`config.mk`:
```
export PLATFORM = sky130hd
export DESIGN_NAME = writeback_regfile
export DESIGN_NICKNAME = d
export VERILOG_FILES = /design/src/rtl/writeback_regfile_pkg.sv /design/src/rtl/writeback_regfile_wb_select.sv /design/src/rtl/writeback_regfile.sv
export SDC_FILE = /design/constraint.sdc
export NUM_CORES = 2
export LEC_CHECK = 0
export ABC_AREA = 1
export CAP_MARGIN = 10
export CORE_ASPECT_RATIO = 2
export CORE_MARGIN = 8
export CORE_UTILIZATION = 54
export DETAILED_ROUTE_END_ITERATION = 6
export GPL_TIMING_DRIVEN = 0
export PLACE_DENSITY_LB_ADDON = 0.25
export SYNTH_ARGS = -nofsm -noshare
export SYNTH_HDL_FRONTEND = slang
export SYNTH_SLANG_ARGS = --single-unit
export TNS_END_PERCENT = 50
```
`constraint.sdc`:
```
create_clock -name clock -period 32.7 [get_ports clock]
set_clock_uncertainty 0.2 [all_clocks]
set_input_delay 9.81 -clock clock [delete_from_list [all_inputs] [get_ports clock]]
set_output_delay 9.81 -clock clock [all_outputs]
set_load 0.02 [all_outputs]
```
`src/rtl/writeback_regfile_pkg.sv`:
```
// Shared processor definitions for the writeback stage: default widths and
// the memToReg source-select encoding.
package writeback_regfile_pkg;

  localparam int DEF_DATA_W = 32;
  localparam int DEF_ADDR_W = 4;

  typedef enum logic [1:0] {
    WB_ALU     = 2'd0,
    WB_MEM     = 2'd1,
    WB_PCPP    = 2'd2,
    WB_ILLEGAL = 2'd3
  } wb_sel_e;

endpackage

```
`src/rtl/writeback_regfile_wb_select.sv`:
```
// Writeback source multiplexer: picks the value a committing instruction
// writes back, forcing zero for the illegal encoding.
module wb_select
  import writeback_regfile_pkg::*;
#(
  parameter int DATA_W = DEF_DATA_W
) (
  input  logic [1:0]        sel_i,
  input  logic [DATA_W-1:0] alu_i,
  input  logic [DATA_W-1:0] mem_i,
  input  logic [DATA_W-1:0] pcpp_i,
  output logic [DATA_W-1:0] data_o
);

  // Source select
  always_comb begin
    data_o = '0;
    case (wb_sel_e'(sel_i))
      WB_ALU:     data_o = alu_i;
      WB_MEM:     data_o = mem_i;
      WB_PCPP:    data_o = pcpp_i;
      WB_ILLEGAL: data_o = '0;
      default:    data_o = '0;
    endcase
  end

endmodule

```
`src/rtl/writeback_regfile.sv`:
```
// Writeback stage register file: 2 read / 1 write ports with same-cycle
// write-through bypass, a committed-write counter and a sticky illegal flag.
module writeback_regfile
  import writeback_regfile_pkg::*;
#(
  parameter int DATA_W = DEF_DATA_W,
  parameter int ADDR_W = DEF_ADDR_W
) (
  input  logic              clock,
  input  logic              reset,
  input  logic [DATA_W-1:0] DataOutDataMemory,
  input  logic [1:0]        memToReg,
  input  logic [DATA_W-1:0] ALUResult,
  input  logic [ADDR_W-1:0] registerFileWrite,
  input  logic              regWrite,
  input  logic [DATA_W-1:0] pcpp,
  input  logic [ADDR_W-1:0] readAddrA,
  input  logic [ADDR_W-1:0] readAddrB,
  output logic [DATA_W-1:0] readDataA,
  output logic [DATA_W-1:0] readDataB,
  output logic [DATA_W-1:0] writeData,
  output logic              writeValid,
  output logic [31:0]       writeCount,
  output logic              illegalSel
);

  localparam int REG_N = 1 << ADDR_W;

  logic [DATA_W-1:0] regs_q [REG_N];
  logic [31:0]       count_q, count_d;
  logic              illegal_q, illegal_d;
  logic              illegal_req;

  wb_select #(.DATA_W(DATA_W)) u_wb_select (
    .sel_i  (memToReg),
    .alu_i  (ALUResult),
    .mem_i  (DataOutDataMemory),
    .pcpp_i (pcpp),
    .data_o (writeData)
  );

  // Register 0 is hardwired, so a write aimed at it never commits
  assign writeValid  = regWrite && (wb_sel_e'(memToReg) != WB_ILLEGAL) &&
                       (registerFileWrite != '0) && !reset;
  assign illegal_req = regWrite && (wb_sel_e'(memToReg) == WB_ILLEGAL);

  function automatic logic [DATA_W-1:0] read_port(
    input logic [ADDR_W-1:0] addr,
    input logic [DATA_W-1:0] stored
  );
    if (addr == '0) begin
      return '0;
    end else if (writeValid && (addr == registerFileWrite)) begin
      return writeData;
    end else begin
      return stored;
    end
  endfunction

  // Read ports with zero register and write-through bypass
  always_comb begin
    readDataA = read_port(readAddrA, regs_q[readAddrA]);
    readDataB = read_port(readAddrB, regs_q[readAddrB]);
  end

  // Next-state for the commit counter and sticky flag
  always_comb begin
    count_d   = count_q;
    illegal_d = illegal_q;
    if (writeValid) begin
      count_d = count_q + 32'd1;
    end else begin
      count_d = count_q;
    end
    if (illegal_req) begin
      illegal_d = 1'b1;
    end else begin
      illegal_d = illegal_q;
    end
  end

  // Register storage, counter and flag state
  always_ff @(posedge clock or posedge reset) begin
    if (reset) begin
      for (int i = 0; i < REG_N; i++) begin
        regs_q[i] <= '0;
      end
      count_q   <= 32'd0;
      illegal_q <= 1'b0;
    end else begin
      if (writeValid) begin
        regs_q[registerFileWrite] <= writeData;
      end
      count_q   <= count_d;
      illegal_q <= illegal_d;
    end
  end

  assign writeCount = count_q;
  assign illegalSel = illegal_q;

endmodule

```
**Word-level counts from Yosys, hierarchy flattened**

Cells that the tools add are included.

- $lt $le $gt $ge: 4
- Mux-type cells: 14
- $add $sub $neg: 1
- Equal/unequal tests: 6
- Reductions and logical operators: 12
- Bitwise logic cells: 3

Operators with widths:

| cell | number |
|---|---|
| 512-bit bitwise mux | 1 |
| 32-bit two-way mux | 9 |
| 32-bit binary-select mux with 4-bit select | 2 |
| 32-bit demux with 4-bit select | 1 |
| 32-bit case mux with 4 select lines | 1 |
| 32-bit by 1-bit adder with 32-bit output (second input constant) | 1 |
| 5-bit >= comparator (second input constant) | 3 |
| 4-bit NOT with 5-bit output | 3 |
| 4-bit == test | 2 |
| 4-bit logical NOT | 2 |
| 1-bit logical AND | 7 |
| 5-bit by 1-bit < comparator with 1-bit output (second input constant) | 1 |
| 2-bit == test (second input constant) | 2 |
| 4-bit nonzero test | 1 |
| 2-bit by 1-bit == test with 1-bit output (second input constant) | 1 |
| 2-bit logical NOT | 1 |
| 2-bit inequality test (second input constant) | 1 |
| 1-bit logical NOT | 1 |

- Input bits: 113
- Word-level logic and storage cells: 58
- Output and inout bits: 130
- Register bits: 545

**Logic depth before layout (Yosys ltp)**

- Depth in word-level cells: 7
- Mapped depth: 11
- Mapped depth without buffers: 10

**Hierarchy**

A second synthesis with hierarchy kept.

- Cells, all modules: 4481
- Area total of the unflattened synthesis: 31102.3 µm²

By module, submodules not included:

| module | cells each | sequential area each (µm²) | times used | area each (µm²) |
|---|---|---|---|---|
| writeback_regfile | 4333 | 13638.1 | 1 | 30324.1 |
| wb_select | 148 | 0.0 | 1 | 778.2 |

**Worst setup path after synthesis**

OpenSTA, ideal clock, no wires.

- Path type: input -> output
- From: input reset
- To: output readDataA[22]
- Path buffers: 2
- Data arrival time: 23.710 ns
- Stages on the path: 9
- Required time: 22.690 ns
- Slack: -1.020 ns
- Cells stage by stage: inv_1 nand3_2 nor2_2 buf_4 nand2_2 inv_2 buf_6 nand2_1 a21oi_1

- Longest elaborated chain between the ends: 5

RTL lines:

| item | RTL line | source |
|---|---|---|
| start, declared | writeback_regfile.sv:10 | `input logic reset,` |
| 1-bit logical NOT (no source line) | n/a |  |
| 1-bit logical AND | writeback_regfile.sv:44 | `(registerFileWrite != '0) && !reset;` |
| 1-bit logical AND | writeback_regfile.sv:53 | `end else if (writeValid && (addr == registerFileWrite)) begin` |
| 32-bit two-way mux | writeback_regfile.sv:53 |  |
| 32-bit two-way mux | writeback_regfile.sv:51 | `if (addr == '0) begin` |
| end, declared | writeback_regfile.sv:19 | `output logic [DATA_W-1:0] readDataA,` |

Every way passes these cells.

**Final worst setup path**

- From: input reset
- To: output readDataA[8]

Same word-level chain as after synthesis.

==> out/qor.csv <==
stage;metric;value;unit
timing;number of setup violations in the final report;0;
die;horizontal extent of the die;185;µm
pwr;Peak VDD IR;0.0476;mV
synthesis;asr flop ratio synth;100;%
worst_setup_path;endpoint kind of the worst setup timing path;primary output;
route;# DRC;7;
clock_network;clock tree from TritonCTS;done;
worst_setup_path;endpoint required time on the critical path;22.69;ns
synthesis;simple-gate share of the synthesized area;38.0;%
route;post-detailed-route count of antenna-violating nets;0;
worst_setup_path;Critical Path Start Type;input pin;
synthesis;instance count of the mapped netlist;4502;
worst_setup_path;CP Data Arrival Time;14.07;ns
timing;Slew Viols, Final;0;
global_route;global-route congestion overflow total;0;
timing;RSZ-0062 raised after global routing;no;
synthesis;dominant combinational cell family by area after synthesis;simple AND/OR/NAND/NOR gates;
synthesis;Seq cells post-synth;545;
die;die boundary height;355;µm
worst_hold_path;Worst Hold Class;reg -> reg;
die;Cell Rows;124;
die;area inside the core boundary;56900;µm²
clock_network;clock tree sinks;545;
synthesis;adder-cell share of the synthesized area;0.0404;%
die;number of top-level pins;243;
finish;share of cells above drive strength 1;5.95;%
global_route;met3 global-route usage;24.8;%
placed_design;final estimated routing congestion in global placement;1.09;
global_route;overall global routing resource usage;55.4;%
worst_setup_path;Critical Path Fanout Max;40;
clock_network;clock buffer depth;3;
route;routed len/inst;32.4;µm
synthesis;count of distinct cell types in the synthesized netlist;34;
synthesis;post-synth design cell area;31000;µm²
worst_setup_path;type of the worst setup path;in -> out;
synthesis;sequential area share after synthesis;44.0;%
clock_network;total setup buffers inserted after CTS;0;
outcome;violated checks;design-rule violations;
timing;portion of the clock cycle consumed by the worst path in the final layout;73.6;%
global_route;global route hottest layer;met2;
outcome;run status;finished, violations left;
finish;number of fill cells;5229;
synthesis;syn nets;4616;
global_route;M1 GR Usage;55.8;%
route;via count of the routed design;38200;
route;first-pass detailed-route iteration total;7;
die;effective utilization at floorplan;54.4;%
pwr;P_leak;16.3;nW
clock_network;level count of the clock H-tree;2;
timing;total count of hold-check failures in the final report;0;
run;max-capacitance violation count;0;
synthesis;mux share of post-synthesis cell area;0;%
global_route;maximum number of pins on one net before global-route repair;46;
clock_network;Clock transition at path regs;0.08;ns
synthesis;number of enable flip-flop cells after synthesis;0;
timing;post-layout min period;24.08;ns
route;DRC marker count from the first detailed-route iteration;6442;
global_route;met2 Track Usage GR;80.0;%
timing;worst slack on hold paths;0.258;ns
global_route;global-route wire length before repair;258;mm
placed_design;number of buffers added on ports;236;
route;wirelength, routed;182;mm
placed_design;HPWL after detailed placement;132;mm
synthesis;Yosys top cell by area;dfrtp_1;
finish;net count reported at finish;4929;
synthesis;mean post-synth cell area;6.88;µm²
timing;transition time of the tightest slew-check pin;1.46;ns
synthesis;compound-cell area share of the yosys netlist;10.6;%
synthesis;share of Yosys cell area claimed by the top area cell type;44.0;%
synthesis;number of synthesis warnings;0;
global_route;number of global-route vias before repair;37200;
timing;fmax;41.5;MHz
route;vias per inst;6.80;
pwr;power per unit of standard cell area;57.2;nW/µm²
timing;Final Worst Setup Slack;8.62;ns
timing;Slew headroom;2.51;%
finish;total area of multi-input combinational cells;15300;µm²
synthesis;post-synthesis xor/xnor area fraction;0.679;%
clock_network;count of hold buffers inserted by post-cts repair;0;
global_route;initial antenna violation count;11;
clock_network;cells resized by post-CTS repair;0;
placed_design;pre-CTS WS;8.84;ns
finish;Layout Area Growth over Synthesis;18.1;%
clock_network;CTS Buf Count;51;
die;overall die area;65700;µm²
clock_network;clock latency on the worst-skew pair;0.63;ns
finish;combined flip-flop and latch cell area;13600;µm²
synthesis;flip-flop cell with the highest count after synthesis;dfrtp_1;
clock_network;CTS root buf;clkbuf_16;
synthesis;leading post-synthesis cells by cell area;dfrtp_1, nand2_1, nand3_1, o21ai_0, clkbuf_1;
-- sequential cells by signal, summed over array words and instances, names as in the netlist --
register / cells
writeCount: 32
regs_q: 512
illegalSel: 1
-- where the power goes --
part / internal (mW) / switching (mW)
Clock: 0.387 / 0.313
Combinational: 0.168 / 0.335
Sequential: 0.785 / 0.105
-- routing by layer --
metal | share of wire, % | wire length [µm]
met1 | 29 | 53200
met2 | 42 | 76800
met3 | 14 | 26200
met4 | 14 | 25700
met5 | 0.12 | 226
-- through the flow --
step	TNS, ns	cell area [µm²]	instances	power, mW	utilization [%]
2_1_floorplan	0	31000	4502	1.15	-
3_3_place_gp	-174.29	34300	5494	1.35	60.2
3_5_place_dp	0	34600	5511	1.36	60.8
4_1_cts	0	36500	5607	2.04	64.0
5_1_grt	0	36600	5614	2.14	64.2
6_report	0	36600	5622	2.09	64.2
-- area by class of cell --
type,count,share of cell area (%)
Multi-Input combinational cell,3448,41.7
Sequential cell,545,37.3
Timing Repair Buffer,260,7.57
Buffer,397,4.52
Clock buffer,62,3.82
Tap cell,756,2.59
Clock inverter,34,1.29
Inverter,112,1.16
Antenna cell,8,0.0547
-- cells by family after synthesis --
family                   after synthesis
XOR/XNOR                              24
AO/OA/AOI/OAI                        645
AND/OR/NAND/NOR                     2778
flip-flops                           545
buffers and inverters                509
adder cells (fa/ha/maj)                1
-- cell usage after synthesis (3+ instances only) --
library cell,n
buf_2,95
inv_2,23
nor2_2,5
clkbuf_2,4
or2_2,16
nand2_2,5
clkbuf_1,254
nor3_1,21
o21ai_1,73
inv_1,87
xnor2_1,10
o21ai_0,474
xor2_1,14
nor2_1,60
dfrtp_1,545
a21oi_1,85
nand2_1,1711
nand3_1,946
o21ai_2,8
nand3b_1,3
buf_6,3
buf_1,37
buf_4,4
-- critical path, stage by stage --
cell	delay, ns
clkdlybuf4s50_1	0.44
clkinvlp_4	0.25
buf_12	0.26
buf_12	0.24
buf_12	0.28
nand3_2	0.22
nor2_2	0.20
buf_4	0.28
nand2_2	0.29
inv_2	0.21
buf_6	0.21
nand2_1	0.07
a21oi_1	0.47
clkdlybuf4s50_1	0.72
-- worst paths after layout --
path,slack [ns],cells after the start,end,start
worst max register to register,30.22,7,writeCount[25]$_DFFE_PP0P_,writeCount[8]$_DFFE_PP0P_
worst min-delay path,0.26,1,illegalSel$_DFFE_PP0P_,illegalSel$_DFFE_PP0P_
min in group asynchronous,9.29,2,writeCount[9]$_DFFE_PP0P_,reset
worst min register to register,0.26,1,illegalSel$_DFFE_PP0P_,illegalSel$_DFFE_PP0P_
max in group asynchronous,21.14,8,regs_q[474]$_DFFE_PP0P_,reset
worst max-delay path,8.62,14,readDataA[8],reset
-- cell usage in the layout, fill, tap and decap left out, types with 15 or more instances in the layout --
cell,Yosys,layout
nand2_1,1711,1711
nand3_1,946,946
dfrtp_1,545,545
o21ai_0,474,474
clkbuf_1,254,256
clkdlybuf4s50_1,0,236
buf_2,95,95
inv_1,87,86
a21oi_1,85,85
o21ai_1,73,73
nor2_1,60,60
clkbuf_16,0,51
buf_1,37,36
inv_2,23,23
nor3_1,21,21
or2_2,16,16
buf_12,0,15
Note: power is estimated with default switching activity, not from simulation.
